File: config.mk
export PLATFORM = sky130hd
export DESIGN_NAME = sram_voice_scheduler
export DESIGN_NICKNAME = d
export VERILOG_FILES = /design/src/rtl/sram_voice_scheduler.sv
export SDC_FILE = /design/constraint.sdc
export NUM_CORES = 1
export LEC_CHECK = 0
export CAP_MARGIN = 20
export CORE_ASPECT_RATIO = 0.7
export CORE_MARGIN = 10
export CORE_UTILIZATION = 36
export DETAILED_ROUTE_END_ITERATION = 8
export SYNTH_ARGS = -nofsm -noshare
export SYNTH_HDL_FRONTEND = slang
export SYNTH_SLANG_ARGS = --single-unit
export TNS_END_PERCENT = 30
File: constraint.sdc
create_clock -name Clk -period 4.2 [get_ports Clk]
set_clock_uncertainty 0.05 [all_clocks]
set_input_delay 0.63 -clock Clk [delete_from_list [all_inputs] [get_ports Clk]]
set_output_delay 0.63 -clock Clk [all_outputs]
set_load 0.02 [all_outputs]
File: src/rtl/sram_voice_scheduler.sv
// Multi-voice sampler read scheduler: on each sample tick it fetches one word per active voice
// from the shared SRAM and outputs their saturated sum. Define SAMPLER_LOOP_EN for looping voices.
module sram_voice_scheduler #(
   parameter int NUM_VOICES = 4,
   parameter int ADDR_W     = 20,
   parameter int READ_WAIT  = 2
) (
   input  logic                         Clk,
   input  logic                         Reset_n,
   input  logic                         sample_tick,
   input  logic [NUM_VOICES-1:0]        trig,
   input  logic [NUM_VOICES*ADDR_W-1:0] start_addr,
   input  logic [NUM_VOICES*ADDR_W-1:0] end_addr,
   input  logic [15:0]                  sram_data,
   output logic [ADDR_W-1:0]            sram_addr,
   output logic                         sram_oe_n,
   output logic [15:0]                  mix_out,
   output logic                         mix_valid,
   output logic                         busy,
   output logic [NUM_VOICES-1:0]        voice_active,
   output logic                         overrun
);

   localparam int ACC_W  = 16 + $clog2(NUM_VOICES);
   localparam int VIDX_W = (NUM_VOICES > 1) ? $clog2(NUM_VOICES) : 1;
   localparam int WAIT_W = (READ_WAIT > 1) ? $clog2(READ_WAIT) : 1;
   localparam logic [WAIT_W-1:0]       WAIT_LAST = WAIT_W'(READ_WAIT - 1);
   localparam logic signed [ACC_W-1:0] SAT_MAX   = ACC_W'(32767);
   localparam logic signed [ACC_W-1:0] SAT_MIN   = ACC_W'(-32768);

   typedef enum logic [2:0] {S_IDLE, S_SCAN, S_FETCH, S_ACCUM, S_DONE} state_t;

   state_t                   state_q, state_d;
   logic [NUM_VOICES-1:0]    active_q, pend_q, served_q;
   logic [ADDR_W-1:0]        ptr_q   [NUM_VOICES];
   logic [ADDR_W-1:0]        start_v [NUM_VOICES];
   logic [ADDR_W-1:0]        end_v   [NUM_VOICES];
   logic [VIDX_W-1:0]        cur_v, next_v;
   logic                     found;
   logic [WAIT_W-1:0]        wait_q;
   logic signed [ACC_W-1:0]  acc_q;
   logic                     tick_accept;

   function automatic logic [15:0] saturate(input logic signed [ACC_W-1:0] a);
      if (a > SAT_MAX)      return 16'h7FFF;
      else if (a < SAT_MIN) return 16'h8000;
      else                  return a[15:0];
   endfunction

   // NOTE: every always_comb output gets a default first so no path can infer a latch.
   always_comb begin
      found  = 1'b0;
      next_v = '0;
      for (int i = 0; i < NUM_VOICES; i++) begin
         start_v[i] = start_addr[i*ADDR_W +: ADDR_W];
         end_v[i]   = end_addr[i*ADDR_W +: ADDR_W];
      end
      // Descending walk so the lowest-index unserved voice wins.
      for (int i = NUM_VOICES - 1; i >= 0; i--) begin
         if (active_q[i] && !served_q[i]) begin
            found  = 1'b1;
            next_v = VIDX_W'(i);
         end
      end
   end

   assign tick_accept  = (state_q == S_IDLE) && sample_tick;
   assign voice_active = active_q;

   // NOTE: sequential state uses non-blocking assignments so all processes see pre-edge values.
   always_ff @(posedge Clk or negedge Reset_n) begin
      if (!Reset_n) state_q <= S_IDLE;
      else          state_q <= state_d;
   end

   always_comb begin
      state_d = state_q;
      case (state_q)
         S_IDLE:  if (sample_tick) state_d = S_SCAN;
         S_SCAN:  state_d = found ? S_FETCH : S_DONE;
         S_FETCH: if (wait_q == WAIT_LAST) state_d = S_ACCUM;
         S_ACCUM: state_d = S_SCAN;
         S_DONE:  state_d = S_IDLE;
         default: state_d = S_IDLE;
      endcase
   end

   always_comb begin
      sram_oe_n = (state_q != S_FETCH);
      busy      = (state_q != S_IDLE);
   end

   always_ff @(posedge Clk or negedge Reset_n) begin
      if (!Reset_n) begin
         // NOTE: the pointer file is only NUM_VOICES registers and must read 0 after reset, so it is reset here.
         for (int i = 0; i < NUM_VOICES; i++) ptr_q[i] <= '0;
         active_q  <= '0;
         pend_q    <= '0;
         served_q  <= '0;
         cur_v     <= '0;
         wait_q    <= '0;
         acc_q     <= '0;
         sram_addr <= '0;
         mix_out   <= '0;
         mix_valid <= 1'b0;
         overrun   <= 1'b0;
      end else begin
         mix_valid <= 1'b0;
         if (sample_tick && (state_q != S_IDLE)) overrun <= 1'b1;

         if (tick_accept) begin
            for (int i = 0; i < NUM_VOICES; i++) begin
               if (pend_q[i] || trig[i]) begin
                  active_q[i] <= 1'b1;
                  ptr_q[i]    <= start_v[i];
               end
            end
            pend_q   <= '0;
            served_q <= '0;
            acc_q    <= '0;
         end else begin
            pend_q <= pend_q | trig;
         end

         case (state_q)
            S_SCAN: begin
               if (found) begin
                  cur_v            <= next_v;
                  sram_addr        <= ptr_q[next_v];
                  wait_q           <= '0;
                  served_q[next_v] <= 1'b1;
               end else begin
                  mix_out   <= saturate(acc_q);
                  mix_valid <= 1'b1;
               end
            end
            S_FETCH: wait_q <= wait_q + 1'b1;
            S_ACCUM: begin
               acc_q <= acc_q + ACC_W'($signed(sram_data));
               // ">=" also stops a voice whose start lies beyond its end after one sample.
               if (ptr_q[cur_v] >= end_v[cur_v]) begin
`ifdef SAMPLER_LOOP_EN
                  ptr_q[cur_v] <= start_v[cur_v];
`else
                  active_q[cur_v] <= 1'b0;
`endif
               end else begin
                  ptr_q[cur_v] <= ptr_q[cur_v] + ADDR_W'(1);
               end
            end
            S_DONE:  acc_q <= '0;
            default: ;
         endcase
      end
   end

endmodule

---- Word level (Yosys, flattened, before mapping) ----
Index checks and enable logic that the tools add are counted.
storage, ports and cells
  register bits ........................... 154
  latch bits .............................. 0
  RAM bits ................................ 0
  ROM bits ................................ 0
  input bits .............................. 183
  word-level logic and storage cells ...... 122
  memories kept ........................... 0
cells by class
  add/subtract/negate cells ............... 3
  multipliers ............................. 0
  div/mod/pow operators ................... 0
  order comparisons ....................... 10
  eq/ne operators ......................... 8
  shift-type cells ........................ 0
  muxes and demuxes ....................... 54
  bitwise gates (word level) .............. 7
  reductions and logical operators ........ 25
operators with widths
  operator               count
  $mux 80                3
  $mux 20                11
  $bmux 20 s2            3
  $bwmux 80              1
  $demux 20 s2           1
  $pmux 18 s2            1
  $mux 16                2
  $mux 4                 7
  $add 20x1->20 const B  1
  $ge 20x20->1           1
  $add 18x16->18         1
  $gt 18x16->1 const B   1
  $lt 18x16->1 const B   1
  $mux 18                1
  $mux 1                 13
  $pmux 3 s4             1
  $logic_and 1x1->1      9
  $mux 3                 3
  $mux 2                 4
  $or 4x4->4             2
  $reduce_and 2->1       4
  $eq 3x2->1 const B     2
  $ge 3x3->1 const B     2
  $lt 2x3->1 const B     2
  other kinds (18)       30

---- Depth between registers and ports, before layout ----
  depth after elaboration ................. 13
  mapped depth ............................ 15
  gate-level depth less buffers ........... 10

---- Worst setup path after synthesis ----
OpenSTA, ideal clock, no wires.
  path kind ............................... register to register
  start point ............................. register cur_v[0]
  end point ............................... register ptr_q[1] (netlist bit)
  arrival time ............................ 3.599 ns
  data required time ...................... 4.022 ns
  path slack .............................. 0.424 ns
  cell stages (with the launch flop) ...... 16
  buffers on the path ..................... 5
  path through ............................ dfrtp_1 > buf_6 > buf_6 > buf_2 > buf_2 > mux4_2 > inv_1 > ha_1 > a21oi_1 > o21ai_0 > a2111oi_0 > a21oi_1 > nor3_2 > nand3_1 > buf_2 > mux2_1
between the ends
  longest elaborated chain between the ends .. 8
  elaborated cells between the ends (all ways) .. 17
  classes of those cells .................. add/sub (1); order compare (3); mux (11); bitwise (1); reduce/logical (1)
ends and longest elaborated chain
  what                                                                       line      text
  start, declared                                                            38        logic [VIDX_W-1:0] cur_v, next_v;
  start signal, assigned                                                     128       cur_v <= next_v;
  $not 2->3 (implied by the code) (*)                                        141, 148
  $bmux 20 s2, or another cell as far along                                  141, 148
  $mux 20 (implied by the code) / $logic_and 1x1->1 (equally long branches)  141, 148
  $mux 20, on equally long branches                                          141, 148
  $add 20x1->20 / $demux 20 s2 (equally long branches)                       148       ptr_q[cur_v] <= ptr_q[cur_v] + ADDR_W'(1);
  $bwmux 80                                                                  148
  $mux 80 (*)                                                                141       if (ptr_q[cur_v] >= end_v[cur_v]) begin
  $mux 80 (*)                                                                125       case (state_q)
  end signal, assigned by index                                              115       ptr_q[i] <= start_v[i];
  end signal, assigned by index                                              148
  end, declared                                                              35        logic [ADDR_W-1:0] ptr_q [NUM_VOICES];
Mark *: on every way between the ends. The rest lies on a longest branch, timed or not. The select of a mux whose other input is x is not followed.
A chain may end at the register's enable or synchronous reset.

---- Worst setup path in the final report ----
  start point ............................. register cur_v[0]
  end point ............................... register ptr_q[14] (netlist bit)
Same word-level chain as after synthesis.

==> run_results.csv <==
group,metric,value,unit
synth,avgSynthCellArea,10.6,µm²
cells_and_area,regArea,0.00386,mm²
synth,netlist_area,0.00994,mm²
cells_and_area,layout.nets,1383,
routing,dr.max_layer_used,"met4",
critical_path,reg2reg_to,"ptr_q[14]",
flow_run,maxCapViolCount,0,
placed_design,dpl.hpwl,26200,µm
cells_and_area,n_fill_cell,2425,
power,pwr-share-seq,26.9,%
clock_tree,post_cts_buffers,0,
clock_tree,cts_sinks,154,
floorplan,die_w,219,µm
critical_path,critPathMaxStageDelay,0.76,ns
routing,via_per_inst,5.34,
grt,overflow,0,
min_path,hp-class,"input pin to async pin",
power,power_density,795,mW/mm²
power,comb_power_share,57.7,%
routing,wirelength,34400,µm
routing,met3_length,2860,µm
placed_design,place.gp.congestion,0.852,
clock_tree,cts_resized,0,
critical_path,critPathKind,"flop to flop",
critical_path,reg2regPathDepth,11,
synth,synth_edf_count,0,
floorplan,initial_core_util,36.9,%
sta,drv_slew,0,
critical_path,critical_path_arrival,4.14,ns
critical_path,startpoint_type,"flop",
placed_design,portBuffers,226,
sta,period_needed,3.82,ns
floorplan,dieHeight,159,µm
sta,setup_viol,0,
sta,setup_tns,0,ns
routing,met2_length,14800,µm
cells_and_area,multi_input_area,0.00574,mm²
floorplan,row_count,50,
clock_tree,clk_latency,0.44,ns
sta,fin_crit_sh,91.0,%
critical_path,rrSetupSlack,0.38,ns
routing,drtPass1Iterations,6,
status,status,"complete, no violations",
clock_tree,cts_htree_levels,4,
clock_tree,path_clk_slew,0.07,ns
grt,grt_pass1_wl,52100,µm
synth,yosysSeqAreaShare,38.8,%
cells_and_area,drive_above_1_share,13.6,%
routing,drt.antenna.violating_nets,0,
grt,grt_max_degree,95,
sta,rsz0062_at_grt,"false",
critical_path,crit_top_cell,"buf_4",
synth,synthArstFlopShare,100,%
sta,max_freq,262,MHz
power,intPower,5.94,mW
clock_tree,cts_tree,"yes",
sta,worst_slack,0.377,ns
synth,synthFlopType,"dfrtp_1",
grt,first_global_vias,8319,
critical_path,r2r_start,"cur_v[0]",
critical_path,end_kind,"flop",
power,leakagePower,5.88,nW
power,switching_share,44.2,%
routing,avgRoutedWirePerCell,22.3,µm
critical_path,cp_slowest_cell,"dfrtp_2",
sta,worstMarginPinSlew,1.01,ns
floorplan,io-pin-count,227,
synth,ys_warn_count,0,
critical_path,cp_max_fo,14,
clock_tree,hold_buffers,0,
power,p_total,10.6,mW
critical_path,worstPathRequired,4.52,ns
grt,grt_usage,19.4,%
floorplan,fp.dieArea,0.0348,mm²
routing,drtIter0Drc,786,
routing,wirelength_met1,16300,µm
routing,remaining_drc_errors,0,
cells_and_area,syn_to_final_growth,34.6,%
synth,postSynthNetCount,1161,
critical_path,startpoint,"cur_v[0]",
synth,synth_seq_cells,154,
clock_tree,cts_buffers,17,
synth,synth_cells,939,
clock_tree,cts-root-buf,"clkbuf_16",
sta,finalHoldViolations,0,
critical_path,crit_path_end,"ptr_q[14]",
grt,antenna_found_initial,1,
clock_tree,cts_buffer_depth,2,
critical_path,crit_chain,"buf_4 -> mux4_2 -> ha_1 -> nand4_1 -> nor3_1 -> o21ai_0 -> a21oi_1 -> nor3_2 -> nand3_1 -> buf_4 -> mux2i_1",
placed_design,pre_cts_slack,0.392,ns
synth,synth_cell_types,67,
power,clockPowerShare,15.4,%
power,ir_worst_vdd,318,µV
sta,relSlewSlack,32.1,%
routing,num_vias,8215,
power,switchingPower,4.70,mW
floorplan,core_area,0.0270,mm²
## critical path, delay by kind of cell (launching register included)
| kind | cells | cell delay (ns) |
|---|---|---|
| mux | 2 | 0.81 |
| flops | 1 | 0.76 |
| simple gates | 4 | 0.74 |
| buf+inv | 2 | 0.62 |
| compound gates | 2 | 0.42 |
| fa+ha+maj | 1 | 0.34 |
## stage by stage
stage	util (%)	instances	hold slack, ns	cell area, µm²
6_report	49.6	1539	0.208	13400
5_1_grt	49.6	1539	0.285	13400
4_1_cts	49.5	1537	0.273	13300
3_5_place_dp	47.2	1505	0.398	12700
3_3_place_gp	47.2	1505	0.395	12700
2_1_floorplan	-	939	0.284	9940
## layout make-up
class | count | area share, %
clock buffer | 17 | 3.18
timing repair buffer | 261 | 19.3
clock inverter | 15 | 1.41
sequential | 154 | 28.8
tap | 364 | 3.41
multi-input combinational | 695 | 42.9
inverter | 32 | 0.898
antenna | 1 | 0.0187
## cells in the final DEF (no fill, tap or decap), types with 20 or more instances in the layout
cell type          n
mux2i_1          152
buf_4             31
nand2_1          107
a21oi_1           23
mux2_2            28
clkdlybuf4s50_1  225
inv_1             32
mux4_2            40
ha_1              38
a222oi_1          20
o21ai_0           73
dfrtp_1          152
nor2_1            68
## layer usage
layer	track usage, %	vias up
li1	-	3882
met2	27.4	290
met3	5.31	28
met1	28.6	4015
met4	4.47	0
met5	0	-
## cell families (layout without fill, tap and decap cells)
logic type      Yosys count  after routing  share of synthesized area [%]
fa+ha+maj                39             39                           4.99
other cells               0              1                              0
simple gates            244            244                           11.6
compound gates          162            162                           10.5
buf+inv                  90            325                           3.83
flops                   154            154                           38.8
mux                     221            221                           27.7
xor+xnor                 29             29                           2.63
## cell usage after synthesis, drive strengths merged, types with 8 or more instances
library cell	instances	area, µm²
nor3	8	55.1
nand2	107	402
nor2	73	282
a21oi	23	115
dfrtp	154	3850
mux4	40	901
a222oi	20	200
xor2	12	105
nand3	12	65.1
a21o	9	67.6
xnor2	17	156
inv	32	120
o21ai	74	370
ha	38	475
buf	29	151
mux2i	152	1520
mux2	29	327
clkbuf	29	109
## registers in the layout, summed over array words and instances (netlist names)
signal,flops
state_q,3
cur_v,2
wait_q,1
sram_addr,20
mix_valid,1
acc_q,18
served_q,4
pend_q,4
voice_active,4
mix_out,16
ptr_q,80
overrun,1
## worst min-delay path by stage
stage,startpoint,endpoint,slack [ns],cells after the start
6_report,Reset_n,acc_q[11],0.21,1
5_1_grt,Reset_n,acc_q[10],0.28,1
4_1_cts,Reset_n,acc_q[9],0.27,1
3_5_place_dp,overrun,overrun,0.40,1
3_3_place_gp,overrun,overrun,0.39,1
2_1_floorplan,Reset_n,acc_q[0],0.28,0
## power groups by stage
| stage | Clock (mW) | Combinational (mW) | Sequential (mW) |
|---|---|---|---|
| global placement | 0 | 5.98 | 2.87 |
| global route | 1.73 | 6.71 | 2.96 |
| detailed placement | 0 | 6.05 | 2.88 |
| finish | 1.64 | 6.14 | 2.86 |
| CTS | 1.66 | 6.09 | 2.87 |
| floorplan | 0 | 4.05 | 2.75 |
No activity file was read; power rests on OpenSTA's default activity.
